[src/rtl/pwm_decoder_multi_if.sv]
// ---------------------------------------------------------------------------
// pwm_decoder_multi_if
//   Bundles the per-channel PWM inputs, enables and coded results that pass
//   between the receiver side and the register bank.
//
//   i_pwm         [NUM_CH]     raw asynchronous PWM inputs, bit n = channel n
//   i_ch_enable   [NUM_CH]     per-channel enable (level)
//   o_pwm_ready   [NUM_CH]     one-cycle result strobe per channel
//   o_pwm_value   [16*NUM_CH]  channel n result in bits [16n+15:16n]
//   o_signal_loss [NUM_CH]     sticky per-channel loss flag
//
//   master : the side that drives the inputs and consumes the results
//   slave  : the decoder itself
// ---------------------------------------------------------------------------
interface pwm_decoder_multi_if #(
    parameter int NUM_CH = 4
);
    logic [NUM_CH-1:0]    i_pwm;
    logic [NUM_CH-1:0]    i_ch_enable;
    logic [NUM_CH-1:0]    o_pwm_ready;
    logic [16*NUM_CH-1:0] o_pwm_value;
    logic [NUM_CH-1:0]    o_signal_loss;

    modport master (
        output i_pwm,
        output i_ch_enable,
        input  o_pwm_ready,
        input  o_pwm_value,
        input  o_signal_loss
    );

    modport slave (
        input  i_pwm,
        input  i_ch_enable,
        output o_pwm_ready,
        output o_pwm_value,
        output o_signal_loss
    );
endinterface

[src/rtl/pwm_decoder_multi.sv]
// ---------------------------------------------------------------------------
// pwm_decoder_multi
//   Multi-channel RC PWM decoder. Every channel measures its high time and
//   watches for a low-time timeout in 1 us units, using one shared,
//   free-running 1 MHz tick. Each finished measurement is reported as a
//   coded 16-bit word:
//     value[15:14] code : 00 OK, 01 SHORT, 10 HIGH_TIMEOUT, 11 LOW_TIMEOUT
//     value[13:0]  count in us
//
//   i_clk     system clock (CLK_FREQ Hz, integer multiple of 1 MHz, >= 2 MHz)
//   i_resetn  asynchronous active-low reset
//   bus       pwm_decoder_multi_if slave port (inputs, enables, results)
// ---------------------------------------------------------------------------
module pwm_decoder_multi #(
    parameter int CLK_FREQ   = 50_000_000,
    parameter int NUM_CH     = 4,
    parameter int ON_MIN_US  = 800,
    parameter int ON_MAX_US  = 2600,
    parameter int OFF_MAX_US = 20000
) (
    input  logic                 i_clk,
    input  logic                 i_resetn,
    pwm_decoder_multi_if.slave   bus
);

    localparam int DIV = CLK_FREQ / 1_000_000;
    localparam int PW  = $clog2(DIV);

    localparam logic [PW-1:0] PRESC_LAST = PW'(DIV - 1);
    localparam logic [15:0]   ON_MIN     = 16'(ON_MIN_US);
    localparam logic [15:0]   ON_MAX     = 16'(ON_MAX_US);
    localparam logic [15:0]   OFF_MAX    = 16'(OFF_MAX_US);

    localparam logic [1:0] CODE_OK      = 2'b00;
    localparam logic [1:0] CODE_SHORT   = 2'b01;
    localparam logic [1:0] CODE_HIGH_TO = 2'b10;
    localparam logic [1:0] CODE_LOW_TO  = 2'b11;

    localparam logic [15:0] VALUE_RESET = 16'hC000;

    typedef enum logic [1:0] {
        ST_LOW,
        ST_HIGH,
        ST_DONE
    } state_t;

    // -----------------------------------------------------------------------
    // Shared 1 us tick. Never restarted by channel activity, so every
    // measurement quantises to +/-1 us.
    // -----------------------------------------------------------------------
    logic [PW-1:0] presc_q;
    logic          tick;

    assign tick = (presc_q == PRESC_LAST);

    // NOTE: sequential state is assigned with <= so every register samples
    // the pre-edge values of its peers, independent of statement order.
    always_ff @(posedge i_clk or negedge i_resetn) begin
        if (!i_resetn) begin
            presc_q <= '0;
        end else if (tick) begin
            presc_q <= '0;
        end else begin
            presc_q <= presc_q + 1'b1;
        end
    end

    // -----------------------------------------------------------------------
    // 2-FF synchronisers; sync2_q is the channel state seen by the FSMs.
    // -----------------------------------------------------------------------
    logic [NUM_CH-1:0] sync1_q;
    logic [NUM_CH-1:0] sync2_q;

    always_ff @(posedge i_clk or negedge i_resetn) begin
        if (!i_resetn) begin
            sync1_q <= '0;
            sync2_q <= '0;
        end else begin
            sync1_q <= bus.i_pwm;
            sync2_q <= sync1_q;
        end
    end

    // -----------------------------------------------------------------------
    // Per-channel measurement FSMs
    // -----------------------------------------------------------------------
    state_t            state_q   [NUM_CH];
    logic [15:0]       on_cnt_q  [NUM_CH];
    logic [15:0]       off_cnt_q [NUM_CH];
    logic [15:0]       value_q   [NUM_CH];
    logic [NUM_CH-1:0] ready_q;
    logic [NUM_CH-1:0] loss_q;

    always_ff @(posedge i_clk or negedge i_resetn) begin
        if (!i_resetn) begin
            // NOTE: these per-channel arrays are plain flip-flops rather than
            // a RAM, so they take the asynchronous reset like any register.
            for (int n = 0; n < NUM_CH; n++) begin
                state_q[n]   <= ST_LOW;
                on_cnt_q[n]  <= '0;
                off_cnt_q[n] <= '0;
                value_q[n]   <= VALUE_RESET;
            end
            ready_q <= '0;
            loss_q  <= '1;
        end else begin
            for (int n = 0; n < NUM_CH; n++) begin
                // Strobe defaults low; only an emit raises it for the one
                // cycle the FSM spends in DONE.
                ready_q[n] <= 1'b0;

                if (!bus.i_ch_enable[n]) begin
                    // Disabled: abort any measurement, keep value and loss.
                    state_q[n]   <= ST_LOW;
                    on_cnt_q[n]  <= '0;
                    off_cnt_q[n] <= '0;
                end else begin
                    unique case (state_q[n])
                        ST_LOW: begin
                            if (sync2_q[n]) begin
                                on_cnt_q[n] <= '0;
                                state_q[n]  <= ST_HIGH;
                            end else if (tick) begin
                                if (off_cnt_q[n] < OFF_MAX) begin
                                    off_cnt_q[n] <= off_cnt_q[n] + 16'd1;
                                end else begin
                                    // off_cnt is wider than the 14-bit field,
                                    // so the reported count saturates.
                                    value_q[n] <= {CODE_LOW_TO, 14'h3FFF};
                                    loss_q[n]  <= 1'b1;
                                    ready_q[n] <= 1'b1;
                                    state_q[n] <= ST_DONE;
                                end
                            end
                        end

                        ST_HIGH: begin
                            if (!sync2_q[n]) begin
                                if (on_cnt_q[n] < ON_MIN) begin
                                    // A runt pulse is reported but does not
                                    // prove the link is healthy.
                                    value_q[n] <= {CODE_SHORT, on_cnt_q[n][13:0]};
                                end else begin
                                    value_q[n] <= {CODE_OK, on_cnt_q[n][13:0]};
                                    loss_q[n]  <= 1'b0;
                                end
                                ready_q[n] <= 1'b1;
                                state_q[n] <= ST_DONE;
                            end else if (tick) begin
                                if (on_cnt_q[n] < ON_MAX) begin
                                    on_cnt_q[n] <= on_cnt_q[n] + 16'd1;
                                end else begin
                                    value_q[n] <= {CODE_HIGH_TO, on_cnt_q[n][13:0]};
                                    loss_q[n]  <= 1'b1;
                                    ready_q[n] <= 1'b1;
                                    state_q[n] <= ST_DONE;
                                end
                            end
                        end

                        ST_DONE: begin
                            // Single-cycle report state; a still-high input
                            // starts a fresh measurement from LOW next cycle.
                            on_cnt_q[n]  <= '0;
                            off_cnt_q[n] <= '0;
                            state_q[n]   <= ST_LOW;
                        end

                        default: begin
                            state_q[n] <= ST_LOW;
                        end
                    endcase
                end
            end
        end
    end

    // -----------------------------------------------------------------------
    // Output packing
    // -----------------------------------------------------------------------
    // NOTE: the combinational block assigns a default before the loop so no
    // bit is left unassigned on any path, which would infer a latch.
    always_comb begin
        bus.o_pwm_value = '0;
        for (int n = 0; n < NUM_CH; n++) begin
            bus.o_pwm_value[16*n +: 16] = value_q[n];
        end
    end

    assign bus.o_pwm_ready   = ready_q;
    assign bus.o_signal_loss = loss_q;

endmodule

[src/flat_wrapper.sv]
// flat-port wrapper written by rule: the top's interface ports become plain ports
module pwm_decoder_multi_flat 
#(
    parameter int CLK_FREQ   = 50_000_000,
    parameter int NUM_CH     = 4,
    parameter int ON_MIN_US  = 800,
    parameter int ON_MAX_US  = 2600,
    parameter int OFF_MAX_US = 20000
)
  (i_clk, i_resetn, bus_i_pwm, bus_i_ch_enable, bus_o_pwm_ready, bus_o_pwm_value, bus_o_signal_loss);
  pwm_decoder_multi_if #(.NUM_CH(NUM_CH)) bus_i ();
  input  logic i_clk;
  input  logic i_resetn;
  input wire logic [$bits(bus_i.i_pwm)-1:0] bus_i_pwm;
  input wire logic [$bits(bus_i.i_ch_enable)-1:0] bus_i_ch_enable;
  output wire logic [$bits(bus_i.o_pwm_ready)-1:0] bus_o_pwm_ready;
  output wire logic [$bits(bus_i.o_pwm_value)-1:0] bus_o_pwm_value;
  output wire logic [$bits(bus_i.o_signal_loss)-1:0] bus_o_signal_loss;
  assign bus_i.i_pwm = bus_i_pwm;
  assign bus_i.i_ch_enable = bus_i_ch_enable;
  assign bus_o_pwm_ready = bus_i.o_pwm_ready;
  assign bus_o_pwm_value = bus_i.o_pwm_value;
  assign bus_o_signal_loss = bus_i.o_signal_loss;
  pwm_decoder_multi #(.CLK_FREQ(CLK_FREQ), .NUM_CH(NUM_CH), .ON_MIN_US(ON_MIN_US), .ON_MAX_US(ON_MAX_US), .OFF_MAX_US(OFF_MAX_US)) u_core (.i_clk(i_clk), .i_resetn(i_resetn), .bus(bus_i));
endmodule
[config.mk]
export PLATFORM = sky130hd
export DESIGN_NAME = pwm_decoder_multi_flat
export DESIGN_NICKNAME = d
export VERILOG_FILES = /design/src/rtl/pwm_decoder_multi_if.sv /design/src/rtl/pwm_decoder_multi.sv /design/src/flat_wrapper.sv
export SDC_FILE = /design/constraint.sdc
export NUM_CORES = 1
export LEC_CHECK = 0
export BUFFER_PORTS_ARGS = -buffer_cell sky130_fd_sc_hd__buf_2
export CORE_ASPECT_RATIO = 1.4
export CORE_MARGIN = 1.5
export CORE_UTILIZATION = 35
export DETAILED_ROUTE_END_ITERATION = 7
export PLACE_DENSITY = 0.49
export REMOVE_ABC_BUFFERS = 1
export SKIP_CTS_REPAIR_TIMING = 1
export SYNTH_ARGS = -nofsm -noshare
export SYNTH_HDL_FRONTEND = slang
export SYNTH_SLANG_ARGS = --single-unit
[constraint.sdc]
create_clock -name i_clk -period 4.4 [get_ports i_clk]
set_input_delay 0.44 -clock i_clk [delete_from_list [all_inputs] [get_ports i_clk]]
set_output_delay 0.44 -clock i_clk [all_outputs]
set_load 0.005 [all_outputs]
==> summary.txt, run 1 <==
Floorplan
  – Core footprint: 31,500 sq um
  – Die height: around 210 um
  – Initial Utilization: 35.5%
  – DIE AREA: about 33,000 sq um
  – Die width: 154 um
  – Io pins: 82
  – FP Rows: 77

Hold path
  – HP Class: input pin to async pin

Global route
  – Total congestion overflow: 0
  – M3 GR Usage: 2.02%
  – Layer with the highest usage: met2
  – First-pass GRT wire length: 44.6 mm
  – GRT met2 Usage: between 20% and 30%
  – Total track usage: 16.3%
  – Largest net degree at the start of global routing: 121
  – Vias in the first global route: slightly below 9,000
  – Initial antenna violation count: 0
  – GRT met1 Usage: around a fifth

Route
  – Detailed Routing Iterations Pass 1: 4
  – DRC viols: 0
  – Post-route ant nets: 0
  – Initial drt markers: 403
  – Final wirelength: 26.4 mm
  – Routed wire per std cell: between 15 and 20 um
  – Vias per std cell: 5.39
  – Total number of vias: 8,588

Clock tree
  – CTS Sinks: 222
  – Total CTS buffers: 25
  – Root buffer cell: clkbuf_16
  – Clk Latency, worst-skew pair: 0.54 ns
  – Clock-pin slew on the worst setup and hold paths: 0.06 ns
  – H-tree depth: 1
  – Clock Tree Buf Depth: 3
  – CTS tree: done

Flow run
  – Max Cap Viol: 0

Synth
  – Synthesized area: 11,200 sq um
  – Post-synth EDFFs: 0
  – Primary FF master, synth: dfrtp_1
  – Synthesized flop and latch total: between 200 and 250
  – YS warnings: 0
  – FFs w/ async S/R, synth: 100%
  – Post-Syn Area per Cell: a little over 10 sq um
  – Seq/Total Area, Yosys: 49.8%
  – Yosys cell types: 76
  – Syn Inst Count: between 1,000 and 1,500

Power and ir drop
  – Worst VDD drop: 0.269 mV
  – PD cells: about 410 nW/um^2
  – Leakage power: approximately 5.3 nW

Cells and area
  – Ratio of cells with drive above 1 in the final layout: ~18%
  – Design area: 12,800 sq um
  – # fillers: 3,120
  – Most common cell after layout, fill and taps aside: dfrtp_1
  – Most frequent cells in the layout: dfrtp_1, nor2_1, buf_2
  – Layout Nets: ~1,200
  – N_diodes: 0
  – Area growth from synthesis to layout: 14.2%

Timing
  – Skew final: 0.0206 ns
  – Setup TNS: 0 ns
  – Final Setup Violations: 0
  – RSZ-0062 raised after global routing: false
  – Max_slew headroom: 26.6%
  – Fmax: 335 MHz
  – Min cycle time layout: 2.99 ns
  – Slew Viols, Final: 0
  – Hold Slack: -0.0576 ns
  – Final hold vios: 15
  – Tightest Pin Transition: 1.09 ns
  – Fin crit share: 67.9%

Status
  – Failing checks: negative hold slack
  – Run status: complete, but fails checks

Worst setup path
  – R2r setup slk: ~1.4 ns
  – R2r endpoint: u_core.bus.o_pwm_value[38]$_DFFE_PN0P_
  – CP Class: flop to flop
  – CP Data Required Time: 4.81 ns
  – Worst reg-to-reg path cell count: 7
  – CP arrival: between 3 and 4 ns
  – Setup crit end kind: flop
  – Reg-to-reg startpoint: u_core.state_q[3]$_DFFE_PN0P_
  – Crit path launch type: flop
  – Crit path max fanout: 25

Placement
  – Area of placed instances: 12,000 sq um
  – Post-DP HPWL: 18.0 mm
  – RD Place Congestion: 0.798
  – # port buffers: just over 80
[power breakdown]
part / internal [mW] / switching [mW]
registers: 2.27 / 0.130
logic: 0.425 / 0.470
clock network: 1.16 / 0.816
[worst max path at each step]
stage                                              from                                      to  slack (ns)  cells past startpoint
final                     u_core.state_q[3]$_DFFE_PN0P_  u_core.bus.o_pwm_value[38]$_DFFE_PN0P_        1.41                      7
after global routing      u_core.state_q[3]$_DFFE_PN0P_  u_core.bus.o_pwm_value[38]$_DFFE_PN0P_        1.19                      7
after CTS                 u_core.state_q[3]$_DFFE_PN0P_  u_core.bus.o_pwm_value[35]$_DFFE_PN0P_        1.40                      7
after detailed placement  u_core.state_q[3]$_DFFE_PN0P_  u_core.bus.o_pwm_value[35]$_DFFE_PN0P_        1.41                      7
after global placement    u_core.state_q[3]$_DFFE_PN0P_  u_core.bus.o_pwm_value[33]$_DFFE_PN0P_        1.46                      7
after floorplan             u_core.presc_q[1]$_DFF_PN0_          u_core.on_cnt_q[6]$_DFFE_PN0P_        1.65                      7
[critical path, stage by stage (launching register included)]
cell and delay [ns]:
dfrtp_1 0.39, inv_1 0.08, ha_1 0.67, nand2_1 0.14, or3_1 0.34, a2bb2oi_1 0.18
a32oi_4 0.65, mux2_2 0.41
[logic make-up (layout without fill, tap and decap cells)]
group / after synthesis / after routing / synth area share [%]
AOI/OAI and AO/OA: 229 / 229 / 13.5
xor gates and xnor gates: 31 / 31 / 2.43
adders and majority gates: 13 / 13 / 1.46
buffers and inverters: 88 / 186 / 3.37
DFF: 222 / 222 / 49.8
muxes: 69 / 69 / 7.18
and+or+nand+nor: 448 / 448 / 22.2
[layer usage]
| metal | vias up | share of wire (%) |
|---|---|---|
| met1 | 4228 | 43 |
| met5 | - | 0 |
| met4 | 0 | 2.6 |
| met2 | 124 | 51 |
| met3 | 52 | 2.9 |
| li1 | 4184 | - |
[cell type report]
class	count	area, sq um	area share [%]
timing repair buffer	94	531	4.16
clock inverter	2	35.0	0.275
sequential	222	5570	43.7
multi-input combinational	790	5230	41.0
clock buffer	43	723	5.67
tap	395	494	3.87
inverter	47	176	1.38
[registers in the layout (all words and copies together) (netlist names)]
name / flops
u_core.presc_q: 6
u_core.on_cnt_q: 64
u_core.bus.o_pwm_value: 64
u_core.bus.o_pwm_ready: 4
u_core.sync1_q: 4
u_core.sync2_q: 4
u_core.state_q: 8
u_core.bus.o_signal_loss: 4
u_core.off_cnt_q: 64
[stage by stage]
stage | instances | hold WS [ns] | setup slack (ns) | utilization (%) | power, mW
CTS | 1591 | -0.0258 | 1.40 | 40.4 | 5.39
detailed placement | 1546 | 0.340 | 1.41 | 38.0 | 3.36
finish | 1593 | -0.0576 | 1.41 | 40.5 | 5.28
global route | 1593 | 0.00959 | 1.19 | 40.5 | 5.57
floorplan | 1059 | 0.144 | 1.65 | - | 2.95
global placement | 1546 | 0.333 | 1.46 | 38.0 | 3.35
[synth_stat cells (4+ instances only)]
master | n | area share, %
dfrtp_1 | 210 | 47
nor2_1 | 81 | 2.7
nand2_1 | 64 | 2.1
o21ai_0 | 61 | 2.7
nand2b_1 | 58 | 3.2
mux2_2 | 57 | 5.7
nand3_1 | 56 | 2.5
a21oi_1 | 55 | 2.5
inv_1 | 46 | 1.5
xnor2_1 | 28 | 2.2
nand4_1 | 27 | 1.5
nor4_1 | 27 | 1.5
clkbuf_1 | 26 | 0.87
or3_1 | 22 | 1.2
and2_1 | 20 | 1.1
o31ai_1 | 20 | 1.3
or4_1 | 19 | 1.3
a31oi_1 | 15 | 0.84
and3_1 | 15 | 0.84
ha_1 | 13 | 1.5
and4_1 | 12 | 0.94
dfstp_2 | 12 | 2.8
nor3_1 | 12 | 0.54
o21a_1 | 11 | 0.74
nor2b_1 | 9 | 0.50
mux2_4 | 8 | 1.1
buf_2 | 7 | 0.31
nor4b_1 | 6 | 0.47
o211ai_1 | 6 | 0.40
o41ai_1 | 6 | 0.47
o211a_1 | 5 | 0.45
o311ai_0 | 5 | 0.39
a21o_1 | 4 | 0.27
a31o_2 | 4 | 0.31
mux2i_1 | 4 | 0.36
o21ai_1 | 4 | 0.18
Power figures use the tool's default switching activity.
==> run 2, diff against run 1 <==
- ABC_AREA: default -> 1
- PLACE_DENSITY: 0.49 -> 0.51
- clock period: 4.4 -> 2.7 ns (I/O delays scaled with it)
==> run 2 against run 1 <==
Critical path depth grew 2. Register-to-register slack lost 1.0 ns. Clock-buffer cell count decreased by 3. The flow now finishes without violations. Routed wire length is 12% higher. Highest routed layer unchanged. Global-route usage is 0.44 points higher. Worst hold slack gained 0.19 ns. Critical path type unchanged.
==> summary.txt, run 2 <==
Timing
  – Skew final: 0.00928 ns (-0.0113 ns)
  – Tightest Pin Transition: 0.721 ns (-0.373 ns)
  – Final Setup Violations: 0 (unchanged)
  – Hold Slack: 0.132 ns (+0.189 ns)
  – Max_slew headroom: 51.8% (+25 points)
  – Final Worst Setup Slack: 0.381 ns (-1.03 ns)
  – Fmax: 431 MHz (+29%)
  – Slew Viols, Final: 0 (unchanged)
  – Setup TNS: 0 ns (unchanged)
  – Fin crit share: 85.9% (+18 points)
  – Final hold vios: 0 (-15)
  – Min cycle time layout: 2.32 ns (-0.668 ns)
  – RSZ-0062 raised after global routing: false

Cells and area
  – Layout Nets: 1,751 (+46%)
  – Ratio of cells with drive above 1 in the final layout: 12.2% (-6.2 points)
  – Area growth from synthesis to layout: 13.9%
  – Most common cell after layout, fill and taps aside: nand2_1
  – N_diodes: 0 (unchanged)
  – Most frequent cells in the layout: nand2_1, nor2_1, dfrtp_1
  – # fillers: 3,586 (+15%)
  – Design area: 13,900 sq um (+9.1%)

Synth
  – Synth top area cells: dfrtp_1, nand2_1, nor2_1, nand3_1, inv_1
  – Synthesized area: 12,200 sq um (+9.3%)
  – Post-Syn Area per Cell: 7.43 sq um (-27%)
  – FFs w/ async S/R, synth: 100% (unchanged)
  – Commonest cells post-synth: nand2_1, nor2_1, dfrtp_1
  – Yosys cell types: 43 (-43%)
  – Post-synth top area share: 43.0% (-4.0 points)
  – Biggest area consumer among synthesized cells: dfrtp_1
  – Primary FF master, synth: dfrtp_1
  – Post-synth EDFFs: 0 (unchanged)
  – Top-count cell post-synth: nand2_1
  – Seq/Total Area, Yosys: 45.6% (-4.3 points)
  – YS warnings: 0 (unchanged)
  – Synthesized flop and latch total: 222 (unchanged)
  – Syn Inst Count: 1,645 (+50%)

Floorplan
  – Initial Utilization: 35.7% (+0.22 points)
  – FP Rows: 80 (+3.9%)
  – Die width: 161 um (+4.5%)
  – Io pins: 82 (unchanged)
  – Die height: 224 um (+4.5%)
  – DIE AREA: 36,100 sq um (+9.2%)
  – Core footprint: 34,200 sq um (+8.7%)

Worst setup path
  – CP Class: flop to flop
  – Setup crit start: u_core.presc_q[1]$_DFF_PN0_
  – CP Data Required Time: 3.11 ns (-1.70 ns)
  – Worst reg-to-reg path cell count: 9 (+2)
  – CP arrival: 2.73 ns (-0.66 ns)
  – Crit path launch type: flop
  – R2r setup slk: 0.38 ns (-1.03 ns)
  – Crit path max fanout: 26 (+4.0%)
  – R2r endpoint: u_core.off_cnt_q[27]$_DFFE_PN0P_
  – Reg-to-reg startpoint: u_core.presc_q[1]$_DFF_PN0_
  – Setup crit end kind: flop

Power and ir drop
  – PD cells: 685 nW/um^2 (+66%)
  – Worst VDD drop: 0.456 mV (+70%)
  – Design Power: 9.54 mW (+81%)
  – Leakage power: 6.56 nW (+25%)

Clock tree
  – CTS tree: done
  – CTS Sinks: 222 (unchanged)
  – Clock Tree Buf Depth: 3 (unchanged)
  – H-tree depth: 1 (unchanged)
  – Clk Latency, worst-skew pair: 0.52 ns (-0.02 ns)
  – Root buffer cell: clkbuf_16
  – Clock-pin slew on the worst setup and hold paths: 0.06 ns (about the same)
  – Total CTS buffers: 25 (unchanged)

Global route
  – Total congestion overflow: 0 (unchanged)
  – Vias in the first global route: 10,543 (+21%)
  – Total track usage: 16.8% (+0.44 points)
  – First-pass GRT wire length: 50.9 mm (+14%)
  – Largest net degree at the start of global routing: 66 (-45%)
  – Initial antenna violation count: 0 (unchanged)

Route
  – Final wirelength: 29.6 mm (+12%)
  – Vias per std cell: 4.87 (-9.6%)
  – Detailed Routing Iterations Pass 1: 5 (+1)
  – Post-route ant nets: 0 (unchanged)
  – Initial drt markers: 515 (+28%)
  – Total number of vias: 10,709 (+25%)
  – DRC viols: 0 (unchanged)
  – Routed wire per std cell: 13.5 um (-18%)

Placement
  – Post-DP HPWL: 21.2 mm (+18%)
  – DP Worst Slack: 0.332 ns (-1.08 ns)
  – Area of placed instances: 13,100 sq um (+9.1%)
  – # port buffers: 81 (unchanged)
  – RD Place Congestion: 0.840 (+5.2%)

Hold path
  – Hold-critical path depth: 3
  – HP Start: bus_i_ch_enable[3]
  – Worst min-delay path endpoint: u_core.off_cnt_q[6]$_DFFE_PN0P_
  – HP Class: input pin to flop

Flow run
  – Max Cap Viol: 0 (unchanged)

Status
  – Run status: finished, final reports clean
run 2: critical path: stages (launching register included):
cell	delay, ns
dfrtp_1	0.40
inv_1	0.06
ha_1	0.13
inv_1	0.04
nor2_2	0.10
nand2_2	0.22
inv_2	0.28
a21oi_1	0.13
nand3b_2	0.51
o21ai_0	0.33
run 2: cells by family after synthesis:
logic type / after synthesis / synth area share, %
buffers and inverters: 227 / 8.14
adders and majority gates: 13 / 1.33
and+or+nand+nor: 970 / 34.4
AOI/OAI and AO/OA: 201 / 9.68
DFF: 222 / 45.6
xor gates and xnor gates: 12 / 0.860
run 2: final cells by class:
cell class	count	area, sq um	share of cell area (%)
multi-input cells	1196	5660	40.6
flip-flops and latches	222	5570	40.0
clock buffers	40	722	5.19
repair buffers	111	691	4.96
inverters	172	646	4.64
well taps	451	564	4.05
clock inverters	5	75.1	0.539
run 2: worst max path at each step:
stage	endpoint	slack, ns	cells after the start
finish	u_core.off_cnt_q[27]$_DFFE_PN0P_	0.38	9
global route	u_core.off_cnt_q[23]$_DFFE_PN0P_	0.05	9
CTS	u_core.off_cnt_q[27]$_DFFE_PN0P_	0.31	9
detailed placement	u_core.off_cnt_q[27]$_DFFE_PN0P_	0.33	9
global placement	u_core.off_cnt_q[18]$_DFFE_PN0P_	0.45	10
floorplan	u_core.bus.o_signal_loss[0]$_DFFE_PN1P_	0.59	12
run 2: routing by layer:
layer	vias up	share of wire (%)	global-route usage, %
li1	5520	-	-
met1	4997	45	21.4
met2	153	49	29.5
met3	39	3.3	2.15
met4	0	1.9	4.81
met5	-	0	0
run 2: metrics by stage:
step           cells  util, %
4_1_cts         2192     40.5
3_3_place_gp    2147     38.2
2_1_floorplan   1590        -
6_report        2197     40.7
5_1_grt         2197     40.7
3_5_place_dp    2147     38.2
run 2: power breakdown:
part / leakage [nW] / internal [mW] / total, mW / switching [mW]
Combinational: 3.26 / 0.777 / 1.88 / 1.10
Sequential: 2.92 / 3.94 / 4.29 / 0.354
Clock: 0.390 / 2.01 / 3.37 / 1.36
